File: src/rtl/led_activity_pkg.sv
// Shared types and the saturating PWM compare for the LED activity block.
package led_activity_pkg;

  typedef enum logic [1:0] {
    LED_OFF     = 2'b00,
    LED_ON      = 2'b01,
    LED_BREATHE = 2'b10,
    LED_ACT     = 2'b11
  } led_mode_e;

  // Widest PWM level the compare helper handles.
  localparam int LVL_MAX_W = 16;

  // An all-ones level means fully on; otherwise lit while the carrier is below the level.
  function automatic logic pwm_on(input logic [LVL_MAX_W-1:0] level,
                                  input logic [LVL_MAX_W-1:0] pwm,
                                  input logic [LVL_MAX_W-1:0] full);
    logic on_v;
    if (level == full) begin
      on_v = 1'b1;
    end else begin
      on_v = (pwm < level);
    end
    return on_v;
  endfunction

endpackage

File: src/rtl/led_activity_if.sv
// Per-channel control and LED/busy status bundle for led_activity.
interface led_activity_if #(
  parameter int NUM_CH = 3,
  parameter int PWM_W  = 8
);
  logic [2*NUM_CH-1:0]     mode;
  logic [PWM_W*NUM_CH-1:0] bright;
  logic [NUM_CH-1:0]       act;
  logic [NUM_CH-1:0]       led;
  logic [NUM_CH-1:0]       busy;

  modport master (output mode, output bright, output act, input led, input busy);
  modport slave  (input mode, input bright, input act, output led, output busy);
endinterface

File: src/rtl/led_activity_ch.sv
// One LED channel: retriggerable hold timer, mode select, PWM compare, output flops.
module led_activity_ch
  import led_activity_pkg::*;
#(
  parameter int PWM_W       = 8,
  parameter int HOLD_CYCLES = 2000000
) (
  input  logic             clk_sys,
  input  logic             reset,
  input  led_mode_e        mode,
  input  logic [PWM_W-1:0] bright,
  input  logic             act,
  input  logic [PWM_W-1:0] pwm,
  input  logic             blink,
  input  logic [PWM_W-1:0] breathe_level,
  output logic             led,
  output logic             busy
);

  localparam int                    HOLD_W    = $clog2(HOLD_CYCLES + 1);
  localparam logic [HOLD_W-1:0]     HOLD_LOAD = HOLD_W'(HOLD_CYCLES - 1);
  localparam logic [HOLD_W-1:0]     HOLD_ZERO = {HOLD_W{1'b0}};
  localparam logic [HOLD_W-1:0]     HOLD_ONE  = HOLD_W'(1);
  localparam logic [LVL_MAX_W-1:0]  FULL      = LVL_MAX_W'((64'd1 << PWM_W) - 64'd1);

  logic [HOLD_W-1:0] hold_r;
  logic [HOLD_W-1:0] hold_nxt_s;
  logic              busy_nxt_s;
  logic              led_nxt_s;
  logic [PWM_W-1:0]  scaled_s;
  logic              on_bright_s;
  logic              on_breathe_s;

  // Next hold count, busy flag and LED level from current state and controls.
  always_comb begin
    busy_nxt_s = act | (hold_r != HOLD_ZERO);
    if (act) begin
      hold_nxt_s = HOLD_LOAD;
    end else if (hold_r != HOLD_ZERO) begin
      hold_nxt_s = hold_r - HOLD_ONE;
    end else begin
      hold_nxt_s = hold_r;
    end
    scaled_s     = PWM_W'(((2*PWM_W)'(breathe_level) * (2*PWM_W)'(bright)) >> PWM_W);
    on_bright_s  = pwm_on(LVL_MAX_W'(bright), LVL_MAX_W'(pwm), FULL);
    on_breathe_s = pwm_on(LVL_MAX_W'(scaled_s), LVL_MAX_W'(pwm), FULL);
    case (mode)
      LED_OFF:     led_nxt_s = 1'b0;
      LED_ON:      led_nxt_s = on_bright_s;
      LED_BREATHE: led_nxt_s = on_breathe_s;
      LED_ACT:     led_nxt_s = busy_nxt_s & blink & on_bright_s;
      default:     led_nxt_s = 1'b0;
    endcase
  end

  // Hold timer and registered outputs.
  always_ff @(posedge clk_sys) begin
    if (reset) begin
      hold_r <= HOLD_ZERO;
      led    <= 1'b0;
      busy   <= 1'b0;
    end else begin
      hold_r <= hold_nxt_s;
      led    <= led_nxt_s;
      busy   <= busy_nxt_s;
    end
  end

endmodule

File: src/rtl/led_activity.sv
// Multi-channel LED driver sharing one phase counter across channels.
// Optional perceptual breathing curve: define LED_ACTIVITY_GAMMA_EN.
module led_activity
  import led_activity_pkg::*;
#(
  parameter int NUM_CH      = 3,
  parameter int CNT_W       = 27,
  parameter int PWM_W       = 8,
  parameter int HOLD_CYCLES = 2000000,
  parameter int BLINK_BIT   = 21
) (
  input  logic           clk_sys,
  input  logic           reset,
  led_activity_if.slave  bus
);

  logic [CNT_W-1:0]  cnt_r;
  logic [PWM_W-1:0]  tri_lvl_s;
  logic [PWM_W-1:0]  pwm_s;
  logic              blink_s;
  logic [PWM_W-1:0]  level_s;
  logic [NUM_CH-1:0] led_s;
  logic [NUM_CH-1:0] busy_s;

  // Free-running phase counter, wraps after all-ones.
  always_ff @(posedge clk_sys) begin
    if (reset) begin
      cnt_r <= {CNT_W{1'b0}};
    end else begin
      cnt_r <= cnt_r + CNT_W'(1);
    end
  end

  // Triangle mirrors about the MSB so the wrap is seamless.
  always_comb begin
    if (cnt_r[CNT_W-1]) begin
      tri_lvl_s = cnt_r[CNT_W-2 -: PWM_W];
    end else begin
      tri_lvl_s = ~cnt_r[CNT_W-2 -: PWM_W];
    end
  end

`ifdef LED_ACTIVITY_GAMMA_EN
  logic [PWM_W-1:0] pwm_d_r;
  logic             blink_d_r;
  logic [PWM_W-1:0] gam_r;

  // Squared level is registered; carrier and blink are delayed to stay aligned with it.
  always_ff @(posedge clk_sys) begin
    if (reset) begin
      pwm_d_r   <= {PWM_W{1'b0}};
      blink_d_r <= 1'b0;
      gam_r     <= {PWM_W{1'b0}};
    end else begin
      pwm_d_r   <= cnt_r[PWM_W-1:0];
      blink_d_r <= cnt_r[BLINK_BIT];
      gam_r     <= PWM_W'(((2*PWM_W)'(tri_lvl_s) * (2*PWM_W)'(tri_lvl_s)) >> PWM_W);
    end
  end

  assign pwm_s   = pwm_d_r;
  assign blink_s = blink_d_r;
  assign level_s = gam_r;
`else
  assign pwm_s   = cnt_r[PWM_W-1:0];
  assign blink_s = cnt_r[BLINK_BIT];
  assign level_s = tri_lvl_s;
`endif

  for (genvar i = 0; i < NUM_CH; i++) begin : g_ch
    led_activity_ch #(
      .PWM_W       (PWM_W),
      .HOLD_CYCLES (HOLD_CYCLES)
    ) u_ch (
      .clk_sys       (clk_sys),
      .reset         (reset),
      .mode          (led_mode_e'(bus.mode[2*i +: 2])),
      .bright        (bus.bright[PWM_W*i +: PWM_W]),
      .act           (bus.act[i]),
      .pwm           (pwm_s),
      .blink         (blink_s),
      .breathe_level (level_s),
      .led           (led_s[i]),
      .busy          (busy_s[i])
    );
  end

  assign bus.led  = led_s;
  assign bus.busy = busy_s;

endmodule

File: src/flat_wrapper.sv
// flat-port wrapper written by rule: the top's interface ports become plain ports
module led_activity_flat import led_activity_pkg::*;
#(
  parameter int NUM_CH      = 3,
  parameter int CNT_W       = 27,
  parameter int PWM_W       = 8,
  parameter int HOLD_CYCLES = 2000000,
  parameter int BLINK_BIT   = 21
)
  (clk_sys, reset, bus_mode, bus_bright, bus_act, bus_led, bus_busy);
  led_activity_if #(.NUM_CH(NUM_CH), .PWM_W(PWM_W)) bus_i ();
  input  logic clk_sys;
  input  logic reset;
  input wire logic [$bits(bus_i.mode)-1:0] bus_mode;
  input wire logic [$bits(bus_i.bright)-1:0] bus_bright;
  input wire logic [$bits(bus_i.act)-1:0] bus_act;
  output wire logic [$bits(bus_i.led)-1:0] bus_led;
  output wire logic [$bits(bus_i.busy)-1:0] bus_busy;
  assign bus_i.mode = bus_mode;
  assign bus_i.bright = bus_bright;
  assign bus_i.act = bus_act;
  assign bus_led = bus_i.led;
  assign bus_busy = bus_i.busy;
  led_activity #(.NUM_CH(NUM_CH), .CNT_W(CNT_W), .PWM_W(PWM_W), .HOLD_CYCLES(HOLD_CYCLES), .BLINK_BIT(BLINK_BIT)) u_core (.clk_sys(clk_sys), .reset(reset), .bus(bus_i));
endmodule
File: config.mk
export PLATFORM = sky130hd
export DESIGN_NAME = led_activity_flat
export DESIGN_NICKNAME = d
export VERILOG_FILES = /design/src/rtl/led_activity_pkg.sv /design/src/rtl/led_activity_if.sv /design/src/rtl/led_activity_ch.sv /design/src/rtl/led_activity.sv /design/src/flat_wrapper.sv
export SDC_FILE = /design/constraint.sdc
export NUM_CORES = 1
export LEC_CHECK = 0
export CAP_MARGIN = 20
export CORE_ASPECT_RATIO = 1.1
export CORE_MARGIN = 4
export CORE_UTILIZATION = 35
export CTS_CLUSTER_DIAMETER = 60
export DETAILED_ROUTE_END_ITERATION = 10
export GPL_TIMING_DRIVEN = 0
export SLEW_MARGIN = 20
export SYNTH_ARGS = -nofsm -noshare
export SYNTH_HDL_FRONTEND = slang
export SYNTH_HIERARCHICAL = 1
export SYNTH_SLANG_ARGS = --single-unit
File: constraint.sdc
create_clock -name clk_sys -period 7.2 [get_ports clk_sys]
set_input_delay 2.16 -clock clk_sys [delete_from_list [all_inputs] [get_ports clk_sys]]
set_output_delay 2.16 -clock clk_sys [all_outputs]
set_load 0.02 [all_outputs]
After elaboration in Yosys (flattened, before gate mapping)

Cells that the tools add are included.

$add $sub $neg: 4
$mul: 3
Order comparisons: 6
Equality and inequality tests: 15
Muxes and demuxes: 16
Bitwise operators: 10
Reduce and logical (&&, ||, !) cells: 12

Operators by type and width:

| cell                                                                  | count |
|---|---|
| 21-bit two-way mux                                                    | 6 |
| 21-bit nonzero test                                                   | 3 |
| 21-bit by 1-bit subtractor with 21-bit output, second input constant  | 3 |
| 8-bit equality test, second input constant                            | 6 |
| 8-bit less-than comparator                                            | 6 |
| 8-bit by 8-bit multiplier with 16-bit output                          | 3 |
| 27-bit by 1-bit adder with 27-bit output, second input constant       | 1 |
| 2-bit equality test, second input constant                            | 6 |
| 1-bit one-hot mux with 4 select lines                                 | 3 |
| 8-bit two-way mux                                                     | 1 |
| 8-bit inverter                                                        | 1 |
| 1-bit bitwise AND                                                     | 6 |
| 2-bit by 1-bit equality test with 1-bit output, second input constant | 3 |
| 2-bit zero test                                                       | 3 |
| 1-bit two-way mux                                                     | 6 |
| 2-bit nonzero test                                                    | 3 |
| 2-bit OR reduction                                                    | 3 |
| 1-bit OR                                                              | 3 |

Register bits after elaboration: 96
Input bits: 35

Longest topological paths before layout

Word-level depth: 6
Gate-level depth with buffers: 26

Cells and area by module

Netlist, hierarchy kept.

By module, submodules not included:

| module                                 | times used | cells each | area each (sq um) | seq. area each (sq um) |
|---|---|---|---|---|
| led_activity_ch at u_core.g_ch[0].u_ch | 1          | 393        | 3392.0            | 460.4 |
| led_activity_ch at u_core.g_ch[1].u_ch | 1          | 381        | 3368.2            | 460.4 |
| led_activity_ch at u_core.g_ch[2].u_ch | 1          | 381        | 3342.0            | 460.4 |
| led_activity                           | 1          | 148        | 1296.2            | 540.5 |

Least setup slack after synthesis

Ideal clock, no wire load.

Path type: input -> register
From: input port bus_bright[14]
To: register u_core.g_ch[1].u_ch.led
Library setup time: 0.084 ns
Arrival: 7.550 ns
Required time: 7.116 ns
Setup slack: -0.434 ns
Stages on the path: 23
Cell sequence: clkbuf_1 > and2_1 > fa_1 > fa_1 > fa_1 > inv_1 > fa_1 > inv_1 > ha_1 > buf_2 > a21oi_1 > o21ai_0 > a2111oi_0 > nor3_1 > a21oi_1 > xor2_1 > ha_1 > nor2b_1 > o21ai_1 > or4b_2 > a21oi_1 > a22oi_1 > o31ai_2

Cells in the longest elaborated chain, start to end: 4

RTL lines:

| what                                                                       | line                                          | source |
|---|---|---|
| start: declaration                                                         | flat_wrapper.sv:15                            | `input wire logic [$bits(bus_i.bright)-1:0] bus_bright;` |
| 8-bit by 8-bit multiplier with 16-bit output, or another cell as far along | led_activity_ch.sv:44                         | `scaled_s = PWM_W'(((2*PWM_W)'(breathe_level) * (2*PWM_W)'(bright)) >> PWM_W);` |
| 8-bit less-than comparator, or another cell as far along                   | led_activity_pkg.sv:22                        | `on_v = (pwm < level);` |
| 1-bit two-way mux or 1-bit bitwise AND (tied branches)                     | led_activity_pkg.sv:19, led_activity_ch.sv:51 |  |
| 1-bit one-hot mux with 4 select lines *                                    | led_activity_ch.sv:47                         | `case (mode)` |
| end signal: assignment                                                     | led_activity_ch.sv:64                         | `led <= led_nxt_s;` |
| end: declaration                                                           | led_activity_ch.sv:16                         | `output logic led,` |

Mark *: on every way between the ends. The rest lies on a longest branch, timed or not.
A chain may end at the register's enable or synchronous reset.

Final worst setup path

From: input port bus_bright[12]
To: register u_core.g_ch[1].u_ch.led

Same word-level chain as after synthesis.

==> key figures <==
Global routing
  – All-Layer GR Usage: 15.1%
  – Global-route wire length before repair: 45,300 µm
  – Largest net degree at the start of global routing: 20
  – Vias in the first global route: 9,278
  – Initial antenna violation count: 0
  – Remaining Overflow, GRT: 0

Clocking
  – # H-tree levels: 3
  – Num CTS Buffers: 9
  – Total clock sinks: 96
  – Clock buffer depth: 2
  – Clk_lat worst skew: 0.36 ns
  – CTS Hold Bufs: 0
  – Reg clk slew, reported paths: 0.08 ns
  – CTS root buffer: clkbuf_16
  – TritonCTS clock tree: done

Power and ir drop
  – Gate power share: 71.1%
  – Int Pwr: 2.02 mW
  – Worst vdd ir: 0.169 mV
  – Net Sw Frac: 45.6%
  – Clk pwr share: 13.2%
  – Sequential power share: 15.8%
  – Pleak: 5.66 nW
  – Power Dens Cells: 287 nW/µm²
  – NetSw: 1.69 mW

Timing
  – Number of max-slew violations in the final report: 0
  – Top achievable clock speed: 141 MHz
  – Period minus WS final: 7.09 ns
  – Clock skew: 0.0166 ns
  – Final setup viols: 0
  – Fin crit share: 98.4%
  – Worst setup margin: 0.113 ns
  – Slew margin rel.: 39.7%
  – RSZ-0062 raised after global routing: true
  – Hold Vio Cnt, Final: 0
  – Worst-margin pin slew: 0.905 ns

Worst hold path
  – Hold Crit Class: reg -> reg
  – Hold path cells: 2
  – Min-Delay Startpoint: u_core/g_ch[0].u_ch/hold_r[12]
  – Min-Delay Endpoint: u_core/g_ch[0].u_ch/hold_r[12]

Place
  – Number of I/O port buffers: 30
  – Setup slack at placement: -1.11 ns
  – Final Wtd Congestion: 0.800
  – Placed Area: 12,500 µm²
  – Hpwl dp: 20,200 µm

Worst setup path
  – CP max FO: 10
  – CP Class: in -> reg
  – Crit. End Element: flop
  – Critical path origin: bus_bright[12]
  – Register-to-Register Path Depth: 24
  – Reg2Reg Setup Slack: 0.38 ns
  – Reg2reg end: u_core/g_ch[1].u_ch/led
  – Launching point of the worst reg2reg path: u_core/cnt_r[26]
  – Worst Setup Start Kind: input port
  – Critical Path AT: 7.37 ns
  – CP required: 7.48 ns

Synth
  – Ys flop type: dfxtp_1
  – Yosys top cell area share: 18.4%
  – Ys Warns: 6
  – Mapped Area: 11,400 µm²
  – Post-Synthesis Cells: 1,303
  – Top cells by area in the synthesized netlist: fa_1, dfxtp_1, ha_1, and2_1, inv_1
  – Yosys cell types: 84
  – Seq/Total Area, Yosys: 16.9%
  – Syn Nets: 1,588
  – EDFF count, synth: 0
  – Yosys reg bits: 96
  – Most area-hungry cell type in the Yosys netlist: fa_1
  – FFs w/ async S/R, synth: 0%
  – Syn avg cell area: 8.75 µm²

Routing
  – Initial DRT Pass Iterations: 7
  – # DRC: 0
  – WL per Instance: 14.6 µm
  – Initial drt markers: 431
  – Routed vias: 9,099
  – Antenna Nets Post-Route: 0
  – Drt via density: 5.09
  – Routed WL: 26,200 µm

Finish
  – Layout cell share with drive strength beyond 1: 9.69%
  – Final core utilization: 40.1%
  – Ant. Diodes: 0
  – Final Instance Area: 12,900 µm²
  – Nets: 1,642
  – Synth-to-Final Area Change: 13.2%

Floorplanning
  – Core area: 32,200 µm²
  – DIE AREA: 35,500 µm²
  – Standard-cell row count: 69
  – I/O pin cnt: 41
  – Chip Height: 197 µm
  – Starting density of the core: 35.4%
  – Chip width: 180 µm

Job
  – Reported max-cap violation count: 0

Run status
  – Status: finished, final reports clean
## cell usage in the layout, fill, tap and decap left out, types with 8 or more instances in the layout
master / count
inv_1: 165
and2_1: 147
ha_1: 140
fa_1: 105
dfxtp_1: 96
a21oi_1: 78
nor2_1: 72
nand2_1: 59
xnor2_1: 49
xor2_1: 31
nand3_1: 24
nor3_1: 24
o21ai_0: 20
clkdlybuf4s50_1: 19
nand4_1: 19
a21o_1: 18
or3_1: 15
o31ai_1: 15
or4_1: 15
nor4_1: 12
clkbuf_1: 11
nand2b_1: 10
clkbuf_16: 9
buf_4: 9
buf_2: 8
xnor2_2: 8
and2_2: 8
nor2b_1: 8
a31oi_1: 8
## repair_timing
| action | CTS | global route |
|---|---|---|
| gates resized for setup | 35 | 50 |
| pin swaps | 2 | 19 |
| setup endpoints to repair | 3 | 3 |
| cloned | 0 | 0 |
| setup buffers | 1 | 3 |
## layout make-up
| type | count | area [µm²] |
|---|---|---|
| timing repair buffer | 43 | 412 |
| tap | 426 | 533 |
| clock buffer | 9 | 225 |
| fill | 3248 | 19300 |
| clock inverter | 7 | 70.1 |
| multi-input combinational | 1009 | 8920 |
| buffer | 32 | 199 |
| inverter | 166 | 623 |
| sequential | 96 | 1920 |
## power groups by stage
stage                     registers [mW]  logic [mW]  clock network [mW]
after floorplan                    0.591        1.95                   0
after global placement             0.596        2.35                   0
after detailed placement           0.596        2.41                   0
after CTS                          0.584        2.46               0.501
after global routing               0.589        3.05               0.520
final                              0.584        2.63               0.488
## cells in the mapped netlist (12+ instances only)
cell type and instances:
dfxtp_1 96, clkbuf_1 20, nor3_1 27, or3_1 15
nand2_1 60, or4_1 15, xnor2_1 57, and2_1 151
ha_1 145, nand4_1 19, o21ai_0 21, o31ai_1 15
xor2_1 32, fa_1 105, nand3_1 24, nor2_1 73
nor4_1 12, inv_1 165, a21o_1 18, a21oi_1 84
## metal layers
metal	vias up	GRT usage, %	share of wire [%]
met5	-	0	0
met4	0	4.03	1.9
met3	32	2.19	3.3
met2	123	26.2	48
met1	4439	19.7	46
li1	4505	-	-
## per-stage QoR
stage                     hold slack, ns  setup TNS [ns]  power, mW  cells
final                              0.475               0       3.71   1788
after global routing               0.497          -0.135       4.16   1788
after detailed placement           0.468           -2.41       3.01   1768
after CTS                          0.478        -0.00326       3.55   1785
after global placement             0.458           -2.29       2.95   1759
after floorplan                    0.448               0       2.54   1303
## how the worst max path moves through the flow
stage	end	slack, ns
after detailed placement	u_core/g_ch[1].u_ch/led	-1.11
final	u_core/g_ch[1].u_ch/led	0.11
after global routing	u_core/g_ch[1].u_ch/led	-0.13
after global placement	u_core/g_ch[1].u_ch/led	-1.04
after CTS	u_core/g_ch[1].u_ch/led	-0.003
after floorplan	u_core/g_ch[1].u_ch/led	0.001
## state kept, by name, indices dropped and copies added (netlist names)
| register | count |
|---|---|
| u_core/cnt_r | 27 |
| u_core/g_ch.u_ch/led | 3 |
| u_core/g_ch.u_ch/busy | 3 |
| u_core/g_ch.u_ch/hold_r | 63 |
## worst max-delay path: stages
cell	delay (ns)
buf_4	0.15
and2_1	0.16
fa_1	0.45
fa_1	0.54
inv_1	0.05
fa_1	0.49
fa_1	0.56
inv_1	0.07
ha_4	0.26
o211ai_1	0.23
nor2_2	0.09
a2111oi_4	0.30
nor3_2	0.11
a21oi_2	0.21
xor2_2	0.19
ha_1	0.26
nor2b_1	0.13
o21ai_1	0.12
or4b_4	0.48
a21oi_2	0.16
a22oi_2	0.11
o31ai_2	0.09
## logic make-up (layout without fill, tap and decap cells)
kind of cell,after synthesis,in the layout,synth area share [%]
DFF,96,96,16.9
AOI/OAI and AO/OA,194,194,10.8
adders and majority gates,250,250,34.4
and+or+nand+nor,474,474,24.1
xor gates and xnor gates,89,89,6.84
buffers and inverters,198,257,6.88
muxes,2,2,0.198
No activity file was read; power rests on OpenSTA's default activity.
